[src/rtl/uart_cmd_parser_if.sv]
// UART-side handshake bundle for the command parser: RX byte strobe in,
// ACK/NAK byte out over valid/ready.
interface uart_cmd_parser_if #(
  parameter int UART_DATA_SIZE = 8
);
  logic [UART_DATA_SIZE-1:0] i_rxData;
  logic                      i_rxValid;
  logic                      i_ackReady;
  logic [UART_DATA_SIZE-1:0] o_ackData;
  logic                      o_ackValid;

  // UART cores side: supplies RX bytes and TX readiness
  modport master (
    output i_rxData, i_rxValid, i_ackReady,
    input  o_ackData, o_ackValid
  );

  // Parser side
  modport slave (
    input  i_rxData, i_rxValid, i_ackReady,
    output o_ackData, o_ackValid
  );
endinterface

[src/rtl/uart_cmd_parser.sv]
// Decodes 5-byte host command frames (HEADER, CMD, DLO, DHI, CHK) into IAGC
// control registers and answers each complete frame with an ACK/NAK byte.
module uart_cmd_parser #(
  parameter int                        AMPLITUDE_DATA_SIZE = 16,
  parameter int                        UART_DATA_SIZE      = 8,
  parameter logic [UART_DATA_SIZE-1:0] HEADER_BYTE         = 8'hA5,
  parameter logic [AMPLITUDE_DATA_SIZE-1:0] REF_DEFAULT    = 16'h4000,
  parameter int                        TIMEOUT_TICKS       = 1000000
) (
  input  logic                           i_clock,
  input  logic                           i_resetN,
  uart_cmd_parser_if.slave               uart,
  output logic [AMPLITUDE_DATA_SIZE-1:0] o_referenceAmplitude,
  output logic                           o_refUpdate,
  output logic                           o_iagcEnable,
  output logic [7:0]                     o_errorCount
);

  localparam int TW = $clog2(TIMEOUT_TICKS + 1);
  localparam logic [TW-1:0] TMO_LAST = TW'(TIMEOUT_TICKS - 1);

  typedef enum logic [2:0] {
    S_IDLE = 3'd0,
    S_CMD  = 3'd1,
    S_DLO  = 3'd2,
    S_DHI  = 3'd3,
    S_CHK  = 3'd4,
    S_EXEC = 3'd5,
    S_ACK  = 3'd6
  } state_t;

  state_t                    state;
  logic [TW-1:0]             tmo_cnt;
  logic [UART_DATA_SIZE-1:0] cmd_byte;
  logic [UART_DATA_SIZE-1:0] dlo_byte;
  logic [UART_DATA_SIZE-1:0] dhi_byte;
  logic [UART_DATA_SIZE-1:0] chk_byte;
  logic                      chk_ok;
  logic                      in_frame;

  assign chk_ok   = (chk_byte == (cmd_byte ^ dlo_byte ^ dhi_byte));
  assign in_frame = (state == S_CMD) || (state == S_DLO) ||
                    (state == S_DHI) || (state == S_CHK);

  // Frame FSM with registered control outputs, timeout and error counter
  always_ff @(posedge i_clock or negedge i_resetN) begin
    if (!i_resetN) begin
      state                <= S_IDLE;
      tmo_cnt              <= '0;
      cmd_byte             <= '0;
      dlo_byte             <= '0;
      dhi_byte             <= '0;
      chk_byte             <= '0;
      o_referenceAmplitude <= REF_DEFAULT;
      o_refUpdate          <= 1'b0;
      o_iagcEnable         <= 1'b0;
      o_errorCount         <= '0;
      uart.o_ackData       <= '0;
      uart.o_ackValid      <= 1'b0;
    end else begin
      o_refUpdate <= 1'b0;
      // Abort on inter-byte silence; a byte arriving the same cycle wins
      if (in_frame && !uart.i_rxValid && tmo_cnt == TMO_LAST) begin
        state   <= S_IDLE;
        tmo_cnt <= '0;
        if (o_errorCount != 8'hFF) o_errorCount <= o_errorCount + 8'd1;
      end else begin
        if (in_frame) tmo_cnt <= uart.i_rxValid ? '0 : tmo_cnt + 1'b1;
        case (state)
          S_IDLE: begin
            tmo_cnt <= '0;
            if (uart.i_rxValid && uart.i_rxData == HEADER_BYTE) state <= S_CMD;
          end
          S_CMD: if (uart.i_rxValid) begin
            cmd_byte <= uart.i_rxData;
            state    <= S_DLO;
          end
          S_DLO: if (uart.i_rxValid) begin
            dlo_byte <= uart.i_rxData;
            state    <= S_DHI;
          end
          S_DHI: if (uart.i_rxValid) begin
            dhi_byte <= uart.i_rxData;
            state    <= S_CHK;
          end
          S_CHK: if (uart.i_rxValid) begin
            chk_byte <= uart.i_rxData;
            state    <= S_EXEC;
          end
          S_EXEC: begin
            uart.o_ackValid <= 1'b1;
            state           <= S_ACK;
            uart.o_ackData  <= cmd_byte;
            if (chk_ok && cmd_byte == 8'h01) begin
              o_referenceAmplitude <= {dhi_byte, dlo_byte};
              o_refUpdate          <= 1'b1;
            end else if (chk_ok && cmd_byte == 8'h02) begin
              o_iagcEnable <= dlo_byte[0];
            end else if (chk_ok && cmd_byte == 8'h03) begin
              o_errorCount <= '0;
            end else begin
              uart.o_ackData <= 8'hFF;
              if (o_errorCount != 8'hFF) o_errorCount <= o_errorCount + 8'd1;
            end
          end
          S_ACK: if (uart.i_ackReady) begin
            uart.o_ackValid <= 1'b0;
            state           <= S_IDLE;
          end
          default: state <= S_IDLE;
        endcase
      end
    end
  end

endmodule

[src/flat_wrapper.sv]
// flat-port wrapper written by rule: the top's interface ports become plain ports
module uart_cmd_parser_flat 
#(
  parameter int                        AMPLITUDE_DATA_SIZE = 16,
  parameter int                        UART_DATA_SIZE      = 8,
  parameter logic [UART_DATA_SIZE-1:0] HEADER_BYTE         = 8'hA5,
  parameter logic [AMPLITUDE_DATA_SIZE-1:0] REF_DEFAULT    = 16'h4000,
  parameter int                        TIMEOUT_TICKS       = 1000000
)
  (i_clock, i_resetN, o_referenceAmplitude, o_refUpdate, o_iagcEnable, o_errorCount, uart_i_rxData, uart_i_rxValid, uart_i_ackReady, uart_o_ackData, uart_o_ackValid);
  uart_cmd_parser_if #(.UART_DATA_SIZE(UART_DATA_SIZE)) uart_i ();
  input  logic i_clock;
  input  logic i_resetN;
  output logic [AMPLITUDE_DATA_SIZE-1:0] o_referenceAmplitude;
  output logic o_refUpdate;
  output logic o_iagcEnable;
  output logic [7:0] o_errorCount;
  input wire logic [$bits(uart_i.i_rxData)-1:0] uart_i_rxData;
  input wire logic [$bits(uart_i.i_rxValid)-1:0] uart_i_rxValid;
  input wire logic [$bits(uart_i.i_ackReady)-1:0] uart_i_ackReady;
  output wire logic [$bits(uart_i.o_ackData)-1:0] uart_o_ackData;
  output wire logic [$bits(uart_i.o_ackValid)-1:0] uart_o_ackValid;
  assign uart_i.i_rxData = uart_i_rxData;
  assign uart_i.i_rxValid = uart_i_rxValid;
  assign uart_i.i_ackReady = uart_i_ackReady;
  assign uart_o_ackData = uart_i.o_ackData;
  assign uart_o_ackValid = uart_i.o_ackValid;
  uart_cmd_parser #(.AMPLITUDE_DATA_SIZE(AMPLITUDE_DATA_SIZE), .UART_DATA_SIZE(UART_DATA_SIZE), .HEADER_BYTE(HEADER_BYTE), .REF_DEFAULT(REF_DEFAULT), .TIMEOUT_TICKS(TIMEOUT_TICKS)) u_core (.i_clock(i_clock), .i_resetN(i_resetN), .uart(uart_i), .o_referenceAmplitude(o_referenceAmplitude), .o_refUpdate(o_refUpdate), .o_iagcEnable(o_iagcEnable), .o_errorCount(o_errorCount));
endmodule
[config.mk]
export PLATFORM = sky130hd
export DESIGN_NAME = uart_cmd_parser_flat
export DESIGN_NICKNAME = d
export VERILOG_FILES = /design/src/rtl/uart_cmd_parser_if.sv /design/src/rtl/uart_cmd_parser.sv /design/src/flat_wrapper.sv
export SDC_FILE = /design/constraint.sdc
export NUM_CORES = 1
export LEC_CHECK = 0
export ABC_CLOCK_PERIOD_IN_PS = 3700
export BUFFER_PORTS_ARGS = -buffer_cell sky130_fd_sc_hd__buf_2
export CAP_MARGIN = 40
export CORE_MARGIN = 1.5
export CORE_UTILIZATION = 35
export CTS_BUF_LIST = sky130_fd_sc_hd__clkbuf_4 sky130_fd_sc_hd__clkbuf_8
export DETAILED_ROUTE_END_ITERATION = 12
export HOLD_SLACK_MARGIN = 0.1
export PLACE_DENSITY = 0.52
export SYNTH_ARGS = -nofsm -noshare
export SYNTH_HDL_FRONTEND = slang
export SYNTH_SLANG_ARGS = --single-unit
[constraint.sdc]
create_clock -name i_clock -period 3.7 [get_ports i_clock]
set_clock_uncertainty 0.1 [all_clocks]
set_input_delay 0.37 -clock i_clock [delete_from_list [all_inputs] [get_ports i_clock]]
set_output_delay 0.37 -clock i_clock [all_outputs]
set_load 0.01 [all_outputs]
== Word-level counts from Yosys, hierarchy flattened ==
Index checks and enable logic that the tools add are counted.
Storage, ports and cells
  logic and storage cells: 90
  flip-flop bits (word level): 90
  input port bits: 12
  output and inout bits: 35
Cells by class
  add/subtract/negate cells: 2
  muxes and demuxes: 26
  bitwise logic cells: 4
  reductions and logical operators: 24
  eq/ne operators: 22
Operator list (count)
  two-way mux 20 bit: 4
  two-way mux 8 bit: 9
  two-way mux 3 bit: 7
  one-hot mux 3 bit (7 select lines): 1
  AND reduction 3 bit: 7
  adder 20 x 1 -> 20 bit, second input constant: 1
  == test 20 bit, second input constant: 1
  == test 8 x 2 -> 1 bit, second input constant: 2
  XOR 8 bit: 2
  != test 3 bit, second input constant: 4
  == test 3 bit, second input constant: 3
  adder 8 x 1 -> 8 bit, second input constant: 1
  == test 8 x 1 -> 1 bit, second input constant: 1
  == test 8 bit: 1
  == test 8 bit, second input constant: 1
  != test 8 bit, second input constant: 1
  == test 3 x 2 -> 1 bit, second input constant: 2
  logical AND 1 bit: 6
  AND reduction 6 bit: 1
  two-way mux 1 bit: 4
  != test 2 x 1 -> 1 bit, second input constant: 2
  AND reduction 4 bit: 1
  nonzero test 2 bit: 2
  == test 3 x 1 -> 1 bit, second input constant: 1
  other kinds (10): 13

== Depth between registers and ports, before layout ==
Gate-level depths: netlist of run 1.
  depth after elaboration: 9
  gate-level depth with buffers: 9

== Worst setup path before layout of run 1 ==
No wires, ideal clock.
  path type: register -> register
  from: register u_core.cmd_byte[3]
  to: register u_core.o_referenceAmplitude[10]
  arrival: 2116 ps
  setup time: 125 ps
  path slack: 1359 ps
  cell stages (with the launch flop): 8
  path buffers: 2
  cells stage by stage: dfrtp_1 > or4_4 > nor4_4 > and3_1 > buf_4 > nand4b_4 > buf_6 > mux2_4
On the way
  longest elaborated chain between the ends: 5
  elaborated cells on any way between the ends: 6
  those cells by class: 2 x eq/ne; 2 x bitwise; 2 x reduce/logical
Ends and longest elaborated chain
  from (decl): RTL line uart_cmd_parser.sv:34  | logic [UART_DATA_SIZE-1:0] cmd_byte;
  from (signal assigned): RTL line uart_cmd_parser.sv:75  | cmd_byte <= uart.i_rxData;
  XOR 8 bit (2 in a row): RTL line uart_cmd_parser.sv:41  | assign chk_ok = (chk_byte == (cmd_byte ^ dlo_byte ^ dhi_byte));
  == test 8 bit: RTL line uart_cmd_parser.sv:41
  logical AND 1 bit (*): RTL line uart_cmd_parser.sv:94  | if (chk_ok && cmd_byte == 8'h01) begin
  AND reduction 3 bit (no line) (*)
  to (signal assigned): RTL line uart_cmd_parser.sv:95  | o_referenceAmplitude <= {dhi_byte, dlo_byte};
  to (decl): RTL line uart_cmd_parser.sv:13  | output logic [AMPLITUDE_DATA_SIZE-1:0] o_referenceAmplitude,
Mark *: on every way between the ends. The rest lies on a longest branch, timed or not.
A chain may end at the register's enable or synchronous reset.

== Worst setup path after layout of run 1 ==
  from: register u_core.cmd_byte[0]
  to: register u_core.o_referenceAmplitude[15]
The elaborated chain is that of the path after synthesis.

==> results of run 1 <==
## metal layers
| metal | part of all wire [%] | wire length [µm] | vias to the layer above |
|---|---|---|---|
| met5 | 0 | 0 | - |
| met4 | 1.6 | 147 | 0 |
| met3 | 3.0 | 270 | 14 |
| met2 | 47 | 4265 | 54 |
| met1 | 49 | 4452 | 1477 |
| li1 | - | - | 1454 |
## flip-flops by register name, indices dropped and copies added, names as in the netlist
signal	cells
u_core.chk_byte	8
u_core.cmd_byte	8
u_core.dhi_byte	8
u_core.dlo_byte	8
u_core.o_errorCount	8
u_core.o_iagcEnable	1
u_core.o_refUpdate	1
u_core.o_referenceAmplitude	16
u_core.state	3
u_core.tmo_cnt	20
u_core.uart.o_ackData	8
u_core.uart.o_ackValid	1
## critical path, cell delays in order, from the launching register on
cell      delay [ns]
dfrtp_1         0.50
xor2_2          0.19
xnor2_1         0.16
nor4_2          0.44
and3_1          0.36
nand4b_4        0.41
mux2_4          0.43
## worst max-delay path by stage
stage,start,end,slack (ns)
2_1_floorplan,u_core.cmd_byte[3]$_DFFE_PN0P_,u_core.o_referenceAmplitude[10]$_DFFE_PN0P_,1.36
5_1_grt,u_core.state[2]$_DFFE_PN0P_,u_core.o_errorCount[4]$_DFFE_PN0P_,0.75
6_report,u_core.cmd_byte[0]$_DFFE_PN0P_,u_core.o_referenceAmplitude[15]$_DFFE_PN0P_,0.97
4_1_cts,u_core.cmd_byte[0]$_DFFE_PN0P_,u_core.o_referenceAmplitude[15]$_DFFE_PN0P_,0.95
3_5_place_dp,u_core.cmd_byte[0]$_DFFE_PN0P_,u_core.o_referenceAmplitude[8]$_DFFE_PN0P_,0.98
3_3_place_gp,u_core.cmd_byte[0]$_DFFE_PN0P_,u_core.o_referenceAmplitude[13]$_DFFE_PN0P_,1.00
## Yosys cell counts, types with 2 or more instances
cell	instances
nor4_2	3
nor4bb_1	3
nand4_1	2
o31ai_1	8
o21ai_0	22
a21oi_1	13
mux2_4	8
dfrtp_1	89
and2_1	4
xor2_1	10
xnor2_1	20
mux2_2	44
nand2b_1	3
nand3_1	20
a31oi_1	5
nand2_1	19
o21a_1	4
nor2_1	30
buf_2	3
and3_1	12
and4_1	4
clkbuf_1	10
nor2b_1	6
nor3_1	7
inv_1	5
ha_1	2
nor4_1	2
or2_2	3
buf_4	2
or3_1	3
## logic make-up after synthesis
| group | after synthesis |
|---|---|
| buffers and inverters | 21 |
| flip-flops | 90 |
| AND/OR/NAND/NOR | 128 |
| XOR/XNOR | 31 |
| AO/OA/AOI/OAI | 58 |
| multiplexers | 53 |
| adder cells (fa/ha/maj) | 2 |
## layout by cell type (no fill, tap or decap), drive strengths merged, types with 2 or more instances in the layout
| cell | instances |
|---|---|
| dfrtp | 89 |
| mux2 | 52 |
| buf | 50 |
| nor2 | 30 |
| o21ai | 22 |
| xnor2 | 20 |
| nand3 | 20 |
| nand2 | 19 |
| a21oi | 13 |
| and3 | 12 |
| xor2 | 11 |
| clkbuf | 11 |
| o31ai | 8 |
| nor3 | 7 |
| nor2b | 6 |
| nor4 | 6 |
| inv | 5 |
| a31oi | 5 |
| and2 | 4 |
| o21a | 4 |
| and4 | 4 |
| or2 | 3 |
| nor4bb | 3 |
| or3 | 3 |
| nand2b | 3 |
| nand4 | 2 |
| ha | 2 |
| clkinv | 2 |
| nand4b | 2 |
| nor4b | 2 |
## final cells by class
cell class	count	area [µm²]	share of cell area, %
flip-flops and latches	90	2253	45.71
multi-input cells	272	2014	40.86
repair buffers	51	270.3	5.482
well taps	168	210.2	4.264
clock buffers	11	145.1	2.944
inverters	5	18.77	0.3807
clock inverters	3	17.52	0.3553
## report_power, final
group / leakage, µW / switching, µW / internal (µW)
Combinational: 0.00101 / 523 / 545
Clock: 0.0000845 / 347 / 261
Sequential: 0.00116 / 272 / 1240
Total: 0.00225 / 1140 / 2040
## through the flow
step,total power (µW),setup WS (ns),cells,hold WS [ns],util [%]
after detailed placement,2610,0.9794,585,0.3771,39.28
after CTS,3228,0.9462,600,0.1691,40.70
final,3184,0.9702,600,0.1898,40.70
after floorplan,2337,1.359,383,-0.02559,-
after global routing,3429,0.7543,600,0.1810,40.70
after global placement,2596,1.001,584,0.3737,39.24
==> impl_metrics.yaml, run 1 <==
layout:
  fillers: 1230
  diodes: 0
  nets: 443
  area_delta_synth_final_pct: 12.93
  finalInstanceArea_mm2: 0.004930
  layout-drive-gt1-share_pct: 29.63
timing:
  relSlewSlack_pct: 48.32
  finalCritPeriodShare_pct: 73.78
  rsz0062_at_grt: "no"
  worst_pin_slew_ns: 0.7671
  setup_viol: 0
  report.final.slew_viol_count: 0
  hold_viol: 0
  fin_crit_ns: 2.730
  tns_ns: 0
  timing.fmax_mhz: 366.3
hold_path:
  min_to: "u_core.dhi_byte[5]$_DFFE_PN0P_"
  hp-start: "uart_i_rxData[5]"
  min_path_cells: 2
  min_path_type: "in2reg"
clock_tree:
  clk_pin_slew_ns: 0.09
  cts_sinks: 90
  clk_path_buf_depth: 2
  cts_tree: "yes"
  ctsResizeCount: 0
  htree_levels: 3
  clkLatencyLatePin_ns: 0.38
  cts_made_buffers: 9
  cts_root_buffer: "clkbuf_8"
  cts_hold_buffers: 1
  post_cts.repair.setup_buffers: 0
worst_setup_path:
  cp_data_arrival_time_ns: 2.88
  r2r_slack_ns: 0.97
  worstSetupStartpointType: "flip-flop"
  r2r_end: "u_core.o_referenceAmplitude[15]$_DFFE_PN0P_"
  cp.required_ns: 3.85
  critPathMaxFanout: 18
  crit_type: "reg2reg"
  r2r_start: "u_core.cmd_byte[0]$_DFFE_PN0P_"
  worstSetupEndpointType: "flip-flop"
  worstRegToRegCells: 6
grt:
  busiest_layer: "met2"
  grtUsageMet3_pct: 3.229
  grt_start_max_net_pins: 61
  gr-usage-met2_pct: 23.11
  grt_pass1_wl_mm: 15.32
  first_global_vias: 2972
  use_met1_pct: 20.57
  grt_use_total_pct: 15.09
  grt.overflow.total: 0
  antenna_found_initial: 0
drt:
  drc: 0
  wire_per_inst_um: 15.23
  drt_iter0_markers: 129
  wirelength_mm: 9.135
  via_per_inst: 4.998
  via_count: 2999
  first_pass_iters: 5
  ant_nets: 0
yosys:
  syn_inst: 383
  synth-warning-count: 0
  yosysSeqAreaShare_pct: 51.62
  syn_avg_cell_area_um2: 11.40
  yosys-mux-area-fraction_pct: 14.33
  synthAdderAreaFrac_pct: 0.5732
  synthXorXnorAreaFrac_pct: 6.392
  yosysTopAreaCellShare_pct: 51.02
  synth_nets: 397
  synth_edf_count: 0
  synth.distinct_cells: 47
  syn_area_mm2: 0.004365
  synth_top_family_by_area: "simple AND/OR/NAND/NOR gates"
  synthSimpleGateAreaFrac_pct: 16.88
  async_flop_share_pct: 100.0
  yosys.area.top_type: "dfrtp_1"
  synth_seq_cells: 90
  ys.flop_type: "dfrtp_1"
  synth_compound_area_share_pct: 7.968
  ys_top_cells_by_area: "dfrtp_1 51%, mux2_2 11%, xnor2_1 4.0%"
die:
  die_x_um: 114.7
  io_pins: 47
  start_util_pct: 36.04
  rows: 40
  die_area_mm2: 0.01315
  coreArea_mm2: 0.01211
  die_y_um: 114.7
power:
  power_density_mw_per_mm2: 645.8
  leakage_uw: 0.002254
  peakVddDrop_v: 0.0002554
placement:
  dp_hpwl_mm: 6.305
  place.gp.congestion: 0.8022
  portBuffers: 46
  dpl_cell_area_mm2: 0.004757
job:
  drv_cap: 0
run_status:
  outcome: "finished, final reports clean"
No activity file was read; power rests on OpenSTA's default activity.
==> run 2: changes to the inputs <==
ABC_CLOCK_PERIOD_IN_PS = 2700   (was 3700)
clock period = 2.7 ns   (was 3.7 ns; I/O delays follow)
==> run 2 against run 1 <==
Design area is 3.1% higher. Fmax is 10% higher. Combinational power is 50% higher. Critical path depth stayed put. Non-clock buffer count is 14 higher. Sequential power is 34% higher. Critical path type unchanged. Largest cell class unchanged. Sequential share of layout area is 1.4 points lower. Sequential cell count stayed put. Register-to-register slack worse by 0.75 ns. Clock-buffer cell count is 2 higher. Total power is 41% higher.
==> impl_metrics.yaml, run 2 (synthesis gave the netlist of run 1 again) <==
grt:
  grt.overflow.total: 0
  grtUsageMet3_pct: 3.970
  grt_use_total_pct: 15.31
  gr-usage-met2_pct: 23.43
  antenna_found_initial: 0
  grt_start_max_net_pins: 53
  grt_pass1_wl_mm: 15.68
  use_met1_pct: 21.38
  first_global_vias: 3093
  busiest_layer: "met2"
drt:
  via_count: 3047
  via_per_inst: 4.954
  wire_per_inst_um: 14.90
  drc: 0
  first_pass_iters: 4
  ant_nets: 0
  wirelength_mm: 9.164
  drt_iter0_markers: 184
power:
  leakage_uw: 0.002334
  peakVddDrop_v: 0.0004271
  power_density_mw_per_mm2: 884.9
timing:
  worst_pin_slew_ns: 0.5408
  setup_slack_ns: 0.2209
  fin_crit_ns: 2.479
  finalCritPeriodShare_pct: 91.82
  report.final.slew_viol_count: 0
  relSlewSlack_pct: 63.95
  rsz0062_at_grt: "no"
  tns_ns: 0
  setup_viol: 0
  hold_viol: 0
  timing.fmax_mhz: 403.4
clock_tree:
  cts_made_buffers: 9
  clk_path_buf_depth: 2
  cts_tree: "yes"
  clkLatencyLatePin_ns: 0.36
  cts_sinks: 90
  post_cts.repair.setup_buffers: 0
  cts_root_buffer: "clkbuf_8"
  htree_levels: 3
  clk_pin_slew_ns: 0.09
worst_setup_path:
  critPathTopFamily: "simple AND/OR/NAND/NOR gates"
  worst-path-buf-inv: 1
  crit_path_cell_trace: "or4_4, nor4_4, and3_1, nand4b_4, buf_4, mux2_4"
  critPathLaunch: "u_core.cmd_byte[3]$_DFFE_PN0P_"
  slowest_stage: "or4_4"
  cp_data_arrival_time_ns: 2.63
  worstSetupStartpointType: "flip-flop"
  crit_type: "reg2reg"
  crit_cells: 6
  r2r_start: "u_core.cmd_byte[3]$_DFFE_PN0P_"
  worstRegToRegCells: 6
  critPathMaxFanout: 18
  worstSetupEndpointType: "flip-flop"
  slowest_delay_ns: 0.55
  cp.required_ns: 2.85
die:
  io_pins: 47
  rows: 40
  coreArea_mm2: 0.01211
  die_x_um: 114.7
  start_util_pct: 36.04
  die_area_mm2: 0.01315
  die_y_um: 114.7
layout:
  nets: 457
  regMostFlops: "u_core.tmo_cnt"
  largest_reg_flops: 20
  final_cell_mix: "89 x dfrtp_1, 45 x buf_2, 44 x mux2_2"
  multi_input_area_mm2: 0.002023
  largestRegisters: "u_core.tmo_cnt: 20 flops, u_core.o_referenceAmplitude: 16 flops"
  fillers: 1225
  layout-drive-gt1-share_pct: 31.10
  diodes: 0
  layout_commonest_cell: "dfrtp_1"
  area_delta_synth_final_pct: 16.48
  seqCellArea_mm2: 0.002253
job:
  drv_cap: 0
placement:
  portBuffers: 46
  place.gp.congestion: 0.7656
  dp_hpwl_mm: 6.312
  post-place-ws_ns: 0.2021
hold_path:
  min_path_cells: 4
  min_path_type: "in2reg"
  hp-start: "uart_i_ackReady"
run_status:
  outcome: "finished, final reports clean"
[run 2: cell types whose count changed in the layout (fill, tap and decap cells not counted), sizes merged]
cell,previous run,this run
clkbuf,11,13
clkinv,2,1
dlygate4sd3,1,5
buf,50,60
[run 2: timing repair]
item / in CTS / in global routing
hold buffers: 5 / 0
resized for setup: 0 / 1
setup endpoints to repair: 0 / 3
hold endpoints to repair: 52 / 0
[run 2: cell type report]
class                           count  area share, %
Inverter                            5         0.3691
Multi-Input combinational cell    272          39.79
Tap cell                          168          4.134
Timing Repair Buffer               65          7.874
Sequential cell                    90          44.32
Clock inverter                      2         0.2461
Clock buffer                       13          3.273
[run 2: metrics by stage]
step	power, µW	util (%)	instance area [µm²]	instances	hold WS [ns]
6_report	4500	41.98	5085	615	0.1220
5_1_grt	4834	41.98	5085	615	0.1064
4_1_cts	4563	41.91	5076	615	0.1009
3_5_place_dp	3672	40.02	4847	595	0.1917
3_3_place_gp	3649	40.02	4847	595	0.1821
2_1_floorplan	3202	-	4365	383	-0.1256
[run 2: per-layer routing]
metal  vias to the layer above  wire (µm)
met5                         -          0
met4                         0         91
met3                         7        295
met2                        53       4173
met1                      1504       4603
li1                       1483          -
[run 2: worst min-delay path, cell delays in order]
cell	delay (ns)
buf_2	0.10
nor3b_1	0.06
nand2_1	0.06
o21ai_0	0.06
[run 2: path summary, 6_finish.rpt]
kind / slack, ns / endpoint
setup / recovery: 0.22 / u_core.o_referenceAmplitude[12]$_DFFE_PN0P_
hold / removal: 0.12 / u_core.state[1]$_DFFE_PN0P_
setup reg to reg: 0.22 / u_core.o_referenceAmplitude[12]$_DFFE_PN0P_
hold reg to reg: 0.39 / u_core.uart.o_ackData[3]$_DFFE_PN0P_
max in group asynchronous: 1.48 / u_core.o_referenceAmplitude[14]$_DFFE_PN1P_
min in group asynchronous: 0.32 / u_core.tmo_cnt[16]$_DFFE_PN0P_
[run 2: where the power goes]
group	internal [µW]	total, µW	leakage [µW]	switching [µW]
Clock	400	871	0.0000923	471
Sequential	1700	2030	0.00116	332
Combinational	837	1600	0.00108	763
Total	2930	4500	0.00233	1570
==> run 3: changes to the inputs <==
CORE_MARGIN = 10   (was 1.5)
==> run 3 against run 2 <==
Total power barely moved. Sequential share of layout area fell by 0.31 points. Wire length rose by 4.8%. Clock-buffer cell count did not move. Largest power group unchanged. Highest routed layer unchanged.
==> impl_metrics.yaml, run 3 (synthesis gave the netlist of run 1 again) <==
run_status:
  outcome: "finished, final reports clean"
die:
  die_x_um: 131.7
  die_area_mm2: 0.01734
  start_util_pct: 36.04
  rows: 40
  io_pins: 47
  coreArea_mm2: 0.01211
  die_y_um: 131.7
worst_setup_path:
  critPathMaxFanout: 18
  critPathTopFamily: "simple AND/OR/NAND/NOR gates"
  crit_type: "reg2reg"
  worst-path-buf-inv: 1
  worstRegToRegCells: 6
  cp.required_ns: 2.86
  cp_data_arrival_time_ns: 2.63
  worstSetupStartpointType: "flip-flop"
  slowest_stage: "or4_4"
  crit_cells: 6
  slowest_delay_ns: 0.55
  worstSetupEndpointType: "flip-flop"
  crit_path_cell_trace: "or4_4, nor4_4, and3_1, nand4b_4, buf_4, mux2_4"
layout:
  layout-drive-gt1-share_pct: 30.97
  largest_reg_flops: 20
  largestRegisters: "u_core.tmo_cnt: 20 flops, u_core.o_referenceAmplitude: 16 flops"
  regMostFlops: "u_core.tmo_cnt"
  layout_commonest_cell: "dfrtp_1"
  nets: 461
  final_cell_mix: "89 x dfrtp_1, 45 x buf_2, 44 x mux2_2"
  area_delta_synth_final_pct: 17.31
  diodes: 0
grt:
  antenna_found_initial: 0
  grt_pass1_wl_mm: 16.53
  first_global_vias: 3238
  grt_start_max_net_pins: 49
  grt_use_total_pct: 11.52
  grt.overflow.total: 0
timing:
  timing.fmax_mhz: 405.2
  fin_crit_ns: 2.468
  setup_viol: 0
  report.final.slew_viol_count: 0
  hold_viol: 0
  rsz0062_at_grt: "no"
  setup_slack_ns: 0.2318
  tns_ns: 0
  worst_pin_slew_ns: 0.5665
  relSlewSlack_pct: 62.23
  finalCritPeriodShare_pct: 91.41
drt:
  drc: 0
  first_pass_iters: 4
  wirelength_mm: 9.604
  via_count: 3073
  ant_nets: 0
  wire_per_inst_um: 15.49
  drt_iter0_markers: 194
  via_per_inst: 4.956
clock_tree:
  cts_root_buffer: "clkbuf_8"
  clkLatencyLatePin_ns: 0.37
  clk_path_buf_depth: 2
  post_cts.repair.setup_buffers: 0
  cts_sinks: 90
  htree_levels: 3
  clk_pin_slew_ns: 0.09
  cts_made_buffers: 9
  cts_tree: "yes"
power:
  peakVddDrop_v: 0.0004434
  power_density_mw_per_mm2: 878.6
  leakage_uw: 0.002356
placement:
  post-place-ws_ns: 0.2173
  portBuffers: 46
  dp_hpwl_mm: 6.794
  place.gp.congestion: 0.7875
job:
  drv_cap: 0
hold_path:
  min_path_type: "in2reg"
  min_path_cells: 4
[run 3: cell types whose count changed in the layout (fill, tap and decap cells not counted), sizes merged]
cell,before,now
dlygate4sd3,5,9
clkinvlp,1,0
clkinv,1,3
[run 3: power breakdown]
group / switching (µW) / leakage, µW / total, µW / internal, µW
registers: 329 / 0.00116 / 2030 / 1700
clock network: 462 / 0.0000974 / 849 / 387
logic: 784 / 0.00110 / 1630 / 841
total: 1570 / 0.00236 / 4500 / 2920
[run 3: area by class of cell]
| class | instances | area (µm²) |
|---|---|---|
| Fill cell | 1242 | 6990 |
| Clock inverter | 3 | 15.01 |
| Timing Repair Buffer | 69 | 440.4 |
| Sequential cell | 90 | 2253 |
| Clock buffer | 13 | 160.2 |
| Tap cell | 168 | 210.2 |
| Multi-Input combinational cell | 272 | 2023 |
| Inverter | 5 | 18.77 |
[run 3: final timing paths]
path | slack (ns) | startpoint | to
max | 0.23 | u_core.cmd_byte[3]$_DFFE_PN0P_ | u_core.o_referenceAmplitude[13]$_DFFE_PN0P_
min in group asynchronous | 0.32 | i_resetN | u_core.tmo_cnt[13]$_DFFE_PN0P_
max reg2reg | 0.23 | u_core.cmd_byte[3]$_DFFE_PN0P_ | u_core.o_referenceAmplitude[13]$_DFFE_PN0P_
min | 0.13 | uart_i_ackReady | u_core.state[1]$_DFFE_PN0P_
min reg2reg | 0.39 | u_core.uart.o_ackData[0]$_DFFE_PN0P_ | u_core.uart.o_ackData[0]$_DFFE_PN0P_
max in group asynchronous | 1.52 | i_resetN | u_core.dlo_byte[0]$_DFFE_PN0P_
[run 3: metal layers]
| metal | wire length (µm) | track usage [%] |
|---|---|---|
| met1 | 4609 | 15.14 |
| met2 | 4506 | 17.53 |
| met3 | 363 | 2.896 |
| met4 | 125 | 5.006 |
| met5 | 0 | 0 |
[run 3: worst reg2reg max path, stage by stage (launching register included)]
cell and delay, ns:
dfrtp_1 0.41, or4_4 0.55, nor4_4 0.27, and3_1 0.34
nand4b_4 0.11, buf_4 0.24, mux2_4 0.33
[run 3: through the flow]
stage | total power (µW) | hold slack, ns | utilization (%) | instance area, µm² | std cells
4_1_cts | 4579 | 0.1085 | 42.21 | 5112 | 620
2_1_floorplan | 3202 | -0.1256 | - | 4365 | 383
5_1_grt | 4860 | 0.1448 | 42.28 | 5121 | 620
3_5_place_dp | 3691 | 0.2024 | 40.02 | 4847 | 595
6_report | 4499 | 0.1256 | 42.28 | 5121 | 620
3_3_place_gp | 3660 | 0.2033 | 40.02 | 4847 | 595
[run 3: what timing repair did]
| item | in CTS | in global routing |
|---|---|---|
| hold buffers | 9 | 0 |
| endpoints found under the hold margin | 72 | 0 |
| endpoints found under the setup margin | 0 | 3 |
| resized for setup | 0 | 1 |
